## src/rtl/conf_loader_pkg.sv

```systemverilog
// conf_loader shared types and constants.
// Neuron chain geometry and loader FSM states.
package conf_loader_pkg;

  typedef enum logic [1:0] {
    IDLE   = 2'd0,
    SHIFT  = 2'd1,
    FINISH = 2'd2
  } state_e;

  localparam int NEURON_BITS   = 17;
  localparam int NEURONS       = 25;
  localparam int CHAIN_LEN_DEF = NEURON_BITS * NEURONS;

endpackage

```

## src/rtl/conf_rb_deser.sv

```systemverilog
// conf_rb_deser: 8-bit serial-to-parallel readback assembler.
// Flush emits a partial byte left-aligned, zero-padded.
module conf_rb_deser (
  input  logic       clk,
  input  logic       rst_n,
  input  logic       sample_en,
  input  logic       sample_bit,
  input  logic       flush,
  output logic [7:0] rb_data,
  output logic       rb_valid
);

  logic [7:0] sr_q, sr_d, sr_n;
  logic [7:0] data_q, data_d;
  logic [3:0] cnt_q, cnt_d, cnt_n;
  logic       valid_q, valid_d;

  // Shift in a sample, emit on 8 bits or on flush of a partial byte.
  always_comb begin
    sr_n    = sample_en ? {sr_q[6:0], sample_bit} : sr_q;
    cnt_n   = cnt_q + {3'd0, sample_en};
    sr_d    = sr_n;
    cnt_d   = cnt_n;
    data_d  = data_q;
    valid_d = 1'b0;
    if (cnt_n == 4'd8) begin
      valid_d = 1'b1;
      data_d  = sr_n;
      sr_d    = '0;
      cnt_d   = '0;
    end else if (flush && cnt_n != 4'd0) begin
      valid_d = 1'b1;
      data_d  = sr_n << (4'd8 - cnt_n);
      sr_d    = '0;
      cnt_d   = '0;
    end
  end

  // Readback state registers.
  always_ff @(posedge clk or negedge rst_n) begin
    if (!rst_n) begin
      sr_q    <= '0;
      cnt_q   <= '0;
      data_q  <= '0;
      valid_q <= 1'b0;
    end else begin
      sr_q    <= sr_d;
      cnt_q   <= cnt_d;
      data_q  <= data_d;
      valid_q <= valid_d;
    end
  end

  assign rb_data  = data_q;
  assign rb_valid = valid_q;

endmodule

```

## src/rtl/conf_loader.sv

```systemverilog
// conf_loader: host byte stream to neuron config chain,
// with serial readback of the chain tail.
module conf_loader
  import conf_loader_pkg::*;
#(
  parameter int CHAIN_LEN = CHAIN_LEN_DEF,
  parameter int NBYTES    = (CHAIN_LEN + 7) / 8
) (
  input  logic       clk,
  input  logic       rst_n,
  input  logic       start,
  input  logic [7:0] in_data,
  input  logic       in_valid,
  output logic       in_ready,
  output logic       conf_en,
  output logic       bs_in,
  input  logic       bs_out,
  output logic       nn_reset,
  output logic [7:0] rb_data,
  output logic       rb_valid,
  output logic       busy,
  output logic       done
);

  localparam int BW = $clog2(CHAIN_LEN + 1);
  localparam int YW = $clog2(NBYTES + 1);
  localparam int REM = CHAIN_LEN % 8;
  localparam logic [3:0] LAST_BITS =
    (REM == 0) ? 4'd8 : 4'(REM);
  localparam logic [BW-1:0] BIT_INIT  = BW'(CHAIN_LEN);
  localparam logic [YW-1:0] BYTE_INIT = YW'(NBYTES);

  state_e          state_q, state_d;
  logic [BW-1:0]   bit_cnt_q, bit_cnt_d;
  logic [YW-1:0]   byte_cnt_q, byte_cnt_d;
  logic [7:0]      buf_q, buf_d;
  logic [3:0]      buf_cnt_q, buf_cnt_d;
  logic            conf_en_q, conf_en_d;
  logic            bs_in_q, bs_in_d;
  logic            nn_reset_q, nn_reset_d;
  logic            done_q, done_d;
  logic            take, shift_en;

  assign in_ready = (state_q == SHIFT) &&
                    (byte_cnt_q != '0) &&
                    (buf_cnt_q <= 4'd1);
  assign take     = in_valid & in_ready;
  assign shift_en = (state_q == SHIFT) &&
                    (buf_cnt_q != 4'd0) &&
                    (bit_cnt_q != '0);

  // Frame FSM: accept bytes, shift chain bits, then finish.
  always_comb begin
    state_d    = state_q;
    bit_cnt_d  = bit_cnt_q;
    byte_cnt_d = byte_cnt_q;
    buf_d      = buf_q;
    buf_cnt_d  = buf_cnt_q;
    conf_en_d  = 1'b0;
    bs_in_d    = 1'b0;
    done_d     = 1'b0;
    unique case (state_q)
      IDLE: begin
        if (start) begin
          state_d    = SHIFT;
          bit_cnt_d  = BIT_INIT;
          byte_cnt_d = BYTE_INIT;
          buf_d      = '0;
          buf_cnt_d  = '0;
        end
      end
      SHIFT: begin
        if (shift_en) begin
          conf_en_d = 1'b1;
          bs_in_d   = buf_q[7];
          buf_d     = {buf_q[6:0], 1'b0};
          buf_cnt_d = buf_cnt_q - 4'd1;
          bit_cnt_d = bit_cnt_q - BW'(1);
          if (bit_cnt_q == BW'(1)) state_d = FINISH;
        end
        if (take) begin
          buf_d      = in_data;
          buf_cnt_d  = (byte_cnt_q == YW'(1)) ?
                       LAST_BITS : 4'd8;
          byte_cnt_d = byte_cnt_q - YW'(1);
        end
      end
      FINISH: begin
        state_d = IDLE;
        done_d  = 1'b1;
      end
      default: state_d = IDLE;
    endcase
    nn_reset_d = (state_d != IDLE) || (state_q == FINISH);
  end

  // Loader state registers; nn_reset held high in reset.
  always_ff @(posedge clk or negedge rst_n) begin
    if (!rst_n) begin
      state_q    <= IDLE;
      bit_cnt_q  <= '0;
      byte_cnt_q <= '0;
      buf_q      <= '0;
      buf_cnt_q  <= '0;
      conf_en_q  <= 1'b0;
      bs_in_q    <= 1'b0;
      nn_reset_q <= 1'b1;
      done_q     <= 1'b0;
    end else begin
      state_q    <= state_d;
      bit_cnt_q  <= bit_cnt_d;
      byte_cnt_q <= byte_cnt_d;
      buf_q      <= buf_d;
      buf_cnt_q  <= buf_cnt_d;
      conf_en_q  <= conf_en_d;
      bs_in_q    <= bs_in_d;
      nn_reset_q <= nn_reset_d;
      done_q     <= done_d;
    end
  end

  conf_rb_deser u_deser (
    .clk        (clk),
    .rst_n      (rst_n),
    .sample_en  (conf_en_q),
    .sample_bit (bs_out),
    .flush      (state_q == FINISH),
    .rb_data    (rb_data),
    .rb_valid   (rb_valid)
  );

  assign conf_en  = conf_en_q;
  assign bs_in    = bs_in_q;
  assign nn_reset = nn_reset_q;
  assign done     = done_q;
  assign busy     = (state_q != IDLE);

endmodule

```

## config.mk

```make
export PLATFORM = sky130hd
export DESIGN_NAME = conf_loader
export DESIGN_NICKNAME = d
export VERILOG_FILES = /design/src/rtl/conf_loader_pkg.sv /design/src/rtl/conf_rb_deser.sv /design/src/rtl/conf_loader.sv
export SDC_FILE = /design/constraint.sdc
export NUM_CORES = 1
export LEC_CHECK = 0
export BUFFER_PORTS_ARGS = -buffer_cell sky130_fd_sc_hd__buf_2
export CAP_MARGIN = 10
export CORE_UTILIZATION = 55
export DETAILED_ROUTE_END_ITERATION = 16
export PLACE_DENSITY_LB_ADDON = 0.3
export SKIP_LAST_GASP = 1
export SLEW_MARGIN = 20
export SYNTH_ARGS = -nofsm -noshare
export SYNTH_HDL_FRONTEND = slang
export SYNTH_SLANG_ARGS = --single-unit
```

## constraint.sdc

```tcl
create_clock -name clk -period 7.6 [get_ports clk]
set_input_delay 0.76 -clock clk [delete_from_list [all_inputs] [get_ports clk]]
set_output_delay 0.76 -clock clk [all_outputs]
set_load 0.02 [all_outputs]
```

* Word level (Yosys, flattened, before mapping)
Index checks and enable logic that the tools add are counted.
** Cells by class
- Add/subtract/negate cells :: 5
- Order comparisons :: 1
- Equal/unequal tests :: 9
- Shift-type cells :: 1
- Muxes and demuxes :: 33
- Bitwise logic cells :: 1
- Reduce and logical (&&, ||, !) cells :: 18
** Operators with widths (count)
- $mux 8 :: 8
- $mux 4 :: 6
- $mux 9 :: 2
- $pmux 9 s2 :: 1
- $pmux 8 s2 :: 1
- $mux 6 :: 2
- $pmux 6 s2 :: 1
- $eq 9x1->1 const B :: 1
- $reduce_and 3->1 :: 3
- $reduce_bool 9->1 :: 1
- $sub 9x1->9 const B :: 1
- $pmux 4 s2 :: 1
- $reduce_bool 2->1 :: 4
- $reduce_bool 4->1 :: 2
- $shl 8x4->8 :: 1
- $mux 1 :: 7
- $eq 6x1->1 const B :: 1
- $mux 2 :: 3
- $ne 2x2->1 const B :: 3
- $reduce_bool 6->1 :: 1
- $sub 6x1->6 const B :: 1
- $logic_and 1x1->1 :: 5
- $add 4x1->4 :: 1
- $eq 4x4->1 const B :: 1
- 10 further kinds :: 10
** Storage, ports and cells
- Register bits after elaboration :: 54
- Input port bits :: 13
- Word-level logic and storage cells :: 81

* Depth between registers and ports, before layout
- Depth after elaboration :: 7
- Mapped depth :: 10

* Cells and area by module
A second synthesis with hierarchy kept.
** Second synthesis, totals
- Cell total of the unflattened synthesis :: 295
- Area total of the unflattened synthesis :: 2924.1 µm²
** By module, submodules not included
- conf_loader :: times used 1, cells an instance 189, area an instance 1828.0 µm²
- conf_rb_deser :: times used 1, cells an instance 106, area an instance 1096.1 µm²

* Least setup slack after synthesis
Ideal clock, no wire load.
- Path type :: register to register
- Start point :: reg conf_en_q (netlist: conf_en)
- End point :: reg u_deser.data_q[5] (netlist: u_deser.rb_data[5])
- Setup time :: 0.124 ns
- Data arrival time :: 2.468 ns
- Data required time :: 7.476 ns
- Slack :: 5.008 ns
- Stages on the path, launching flop included :: 9
- Path buffers :: 1
- Cells stage by stage :: dfrtp_1 > ha_1 > buf_2 > inv_1 > ha_1 > xnor2_1 > mux2i_1 > o22ai_1 > a211o_1
** On the way
- Word-level cells in the longest chain between the ends :: 5
- Elaborated cells on any way between the ends :: 10
- Those cells by class :: add/sub: 2; eq/ne: 1; shift: 1; mux: 3; reduce/logical: 3
** Ends and longest elaborated chain
- start: declaration :: line conf_loader.sv:38 : logic conf_en_q, conf_en_d;
- start signal: assignment :: line conf_loader.sv:115 : conf_en_q <= conf_en_d;
- $add 4x1->4 :: line conf_rb_deser.sv:21 : cnt_n = cnt_q + {3'd0, sample_en};
- $sub 4x4->4 :: line conf_rb_deser.sv:33 : data_d = sr_n << (4'd8 - cnt_n);
- $shl 8x4->8 :: line conf_rb_deser.sv:33
- $mux 8 :: line conf_rb_deser.sv:31 : end else if (flush && cnt_n != 4'd0) begin
- $mux 8 :: line conf_rb_deser.sv:26 : if (cnt_n == 4'd8) begin
- end signal: assignment :: line conf_rb_deser.sv:49 : data_q <= data_d;
- end: declaration :: line conf_rb_deser.sv:14 : logic [7:0] data_q, data_d;
Parallel ways exist; a longest one is shown, timed or not. The select of a mux whose other input is x is not followed.
A chain may end at the register's enable or synchronous reset.

* Worst setup path after layout
Ends and elaborated chain as after synthesis.

==> out/results.txt <==
Yosys warning count - 0
FP Rows - 26
reg2reg setup slack - 4.36 ns
register bit total from synthesis - 54
FF-to-FF Start - conf_en$_DFF_PN0_
Clock Pin Slew Worst Setup and Hold Paths - 0.10 ns
Antenna Nets Post-Route - 0
HPWL reported at the end of detailed placement - 3.88 mm
reg2reg path depth - 7
Non-Filler Instances - 403
Worst Path Required - 7.81 ns
Power Dens Cells - 454 mW/mm²
final hold vios - 0
Synth area leader - dfrtp_1
Post-Synth Adder-Cell Area - 0.0463
HP Class - flip-flop to flip-flop
ys async rst share - 1.00
vias in the first global route - 2083
distinct cell type count after synthesis - 54
CORE AREA - 0.00514 mm²
skew final - 0.00933 ns
DR pass1 iterations - 4
Net Count, Synth - 333
number of synthesized flops with an enable pin - 0
antenna fix cells - 0
synthesized cell area - 0.00297 mm²
initial DRC count - 201
Leak - 0.00155 µW
Psw - 658 µW
CTS tree - built
post-cts sizing count - 0
Die H - 75.5 µm
dpl cells - 395
CTS root buf - clkbuf_8
layout cell share with drive strength beyond 1 - 0.135
critical path class - flip-flop to flip-flop
final WL - 5.57 mm
Hold Crit Start - u_deser.rb_data[0]$_DFFE_PN0P_
Max Clk Rate - 309 MHz
H-tree Lvls - 2
Nets - 356
initial antenna violation count - 0
RSZ-0062 raised after global routing - no
Worst Hold Path Cells - 1
internal power - 812 µW
Synth Area in Compound Gates - 0.135
maximum clock path buffer count - 2
syn_area_per_cell - 9.62 µm²
CP Max Fanout - 19
Comb pwr share - 0.531
CP endpoint kind - flip-flop
largest net degree at the start of global routing - 55
simple-gate share of the synthesized area - 0.184
average wire per standard cell - 13.8 µm
TritonCTS Buffers - 5
Most used DFF post-synth - dfrtp_1
Max-cap violations - 0
port bufs - 27
setup bufs post-CTS - 0
DRC Markers - 0
Vias - 2272
WHS Endpoint - u_deser.rb_data[0]$_DFFE_PN0P_
Fillers - 460
P&R area growth vs syn - 9.09%
Period Utilization, post-route - 0.426
Startpoint Class - flip-flop
mux cell area share after synthesis - 0.0931
synth cell count leaders - dfrtp_1, nor2_1, nand2_1, mux2i_1, nand3_1
Net Sw Frac - 0.448
GPL Wtd Cong - 0.871
TNS Setup - 0 ns
Sink Count - 54
Setup-failing EPs final - 0
Seq pwr share - 0.355
Area contributors post-synth - dfrtp_1, mux2i_1, nor2_1
sequential cell area - 0.00135 mm²
Clk network pwr share - 0.113
vias per cell - 5.64
# IOs - 28
largest family of logic cells by synthesized area - simple AND/OR/NAND/NOR gates
Post-Synth XOR/XNOR Area - 0.0442
post-layout min period - 3.24 ns
GRT Resource Usage Total - 0.220
Slew @ Worst Pin - 0.841 ns
Syn Inst Count - 309
total congestion overflow - 0
max_slew headroom - 0.439
die footprint - 0.00570 mm²
WP data arrival - 3.45 ns
multi-input logic area - 0.00149 mm²
global-route wire length before repair - 9.36 mm
Clk Latency, worst-skew pair - 0.31 ns
outcome - completed
initial core utilization - 0.578
Max VDD drop - 0.221 mV
post-synth top area share - 0.446
Reg-to-Reg End - u_deser.rb_data[5]$_DFFE_PN0P_
number of hold buffers added after CTS - 0
Seq/Total Area, Yosys - 0.455
most common cell in the netlist - dfrtp_1
Die X-Extent - 75.5 µm
Max Slew Vio Count - 0
-- metrics by stage --
stage | utilization | setup slack [ns] | hold WS [ns] | power (µW) | instance area, µm²
3_3_place_gp | 0.612 | 4.50 | 0.480 | 1280 | 3150
2_1_floorplan | - | 5.01 | 0.437 | 1140 | 2970
3_5_place_dp | 0.612 | 4.40 | 0.471 | 1300 | 3150
5_1_grt | 0.631 | 4.14 | 0.534 | 1610 | 3240
4_1_cts | 0.631 | 4.39 | 0.507 | 1470 | 3240
6_report | 0.631 | 4.36 | 0.506 | 1470 | 3240
-- metal layers --
layer | global-route usage | share of wire
met5 | 0 | 0
met4 | 0.0679 | 0.0077
met3 | 0.0450 | 0.037
met2 | 0.361 | 0.46
met1 | 0.295 | 0.49
-- state kept, by name, indices dropped and copies added (netlist names) --
name,count
buf_cnt_q,4
done,1
u_deser.cnt_q,4
u_deser.sr_q,8
byte_cnt_q,6
buf_q,8
nn_reset,1
bit_cnt_q,9
state_q,2
u_deser.rb_valid,1
bs_in,1
u_deser.rb_data,8
conf_en,1
-- worst max-delay path, stage by stage (launching register included) --
cell     delay (ns)
dfrtp_1        0.89
ha_1           0.57
inv_1          0.16
ha_1           0.28
xnor2_1        0.50
mux2i_1        0.31
o22ai_1        0.12
a211o_1        0.30
-- cell usage in the layout (no fill, tap or decap), drive strengths merged, types with 2 or more instances in the layout --
master / instances
and2: 4
xor2: 9
o31a: 2
nand4: 4
mux2i: 22
o211ai: 2
or3: 2
xnor2: 6
a221o: 2
and3: 4
nand2: 30
o21a: 5
a211oi: 2
ha: 11
nor2: 37
mux2: 5
o22ai: 2
buf: 29
clkinv: 2
o311ai: 2
dfrtp: 53
nor3: 8
a211o: 2
o21ai: 17
a21oi: 7
nand2b: 3
nor4: 2
o221ai: 2
inv: 16
nand3: 17
clkbuf: 6
-- final cells by class --
type                    instances  share of cell area
clock inverters                 2             0.00386
repair buffers                 29              0.0463
inverters                      17              0.0197
flip-flops and latches         54               0.417
well taps                      70              0.0270
multi-input cells             225               0.460
clock buffers                   6              0.0255
-- power groups by stage --
| stage | registers [µW] | clock network (µW) | logic, µW |
|---|---|---|---|
| after detailed placement | 524 | 0 | 772 |
| after global routing | 539 | 182 | 886 |
| after global placement | 520 | 0 | 761 |
| after floorplan | 520 | 0 | 622 |
| final | 522 | 167 | 781 |
| after CTS | 519 | 173 | 780 |
-- worst max-delay path by stage --
stage                 startpoint                             end  cells past startpoint
2_1_floorplan  conf_en$_DFF_PN0_  u_deser.rb_data[5]$_DFFE_PN0P_                      8
3_3_place_gp   conf_en$_DFF_PN0_  u_deser.rb_data[5]$_DFFE_PN0P_                      7
3_5_place_dp   conf_en$_DFF_PN0_  u_deser.rb_data[5]$_DFFE_PN0P_                      7
4_1_cts        conf_en$_DFF_PN0_  u_deser.rb_data[5]$_DFFE_PN0P_                      7
5_1_grt        conf_en$_DFF_PN0_  u_deser.rb_data[5]$_DFFE_PN0P_                      7
6_report       conf_en$_DFF_PN0_  u_deser.rb_data[5]$_DFFE_PN0P_                      7
-- logic make-up after synthesis --
group / count (synthesis)
compound gates: 55
xor+xnor: 15
fa+ha+maj: 11
buf+inv: 30
flops: 54
mux: 27
simple gates: 117
No activity file was read; power rests on OpenSTA's default activity.
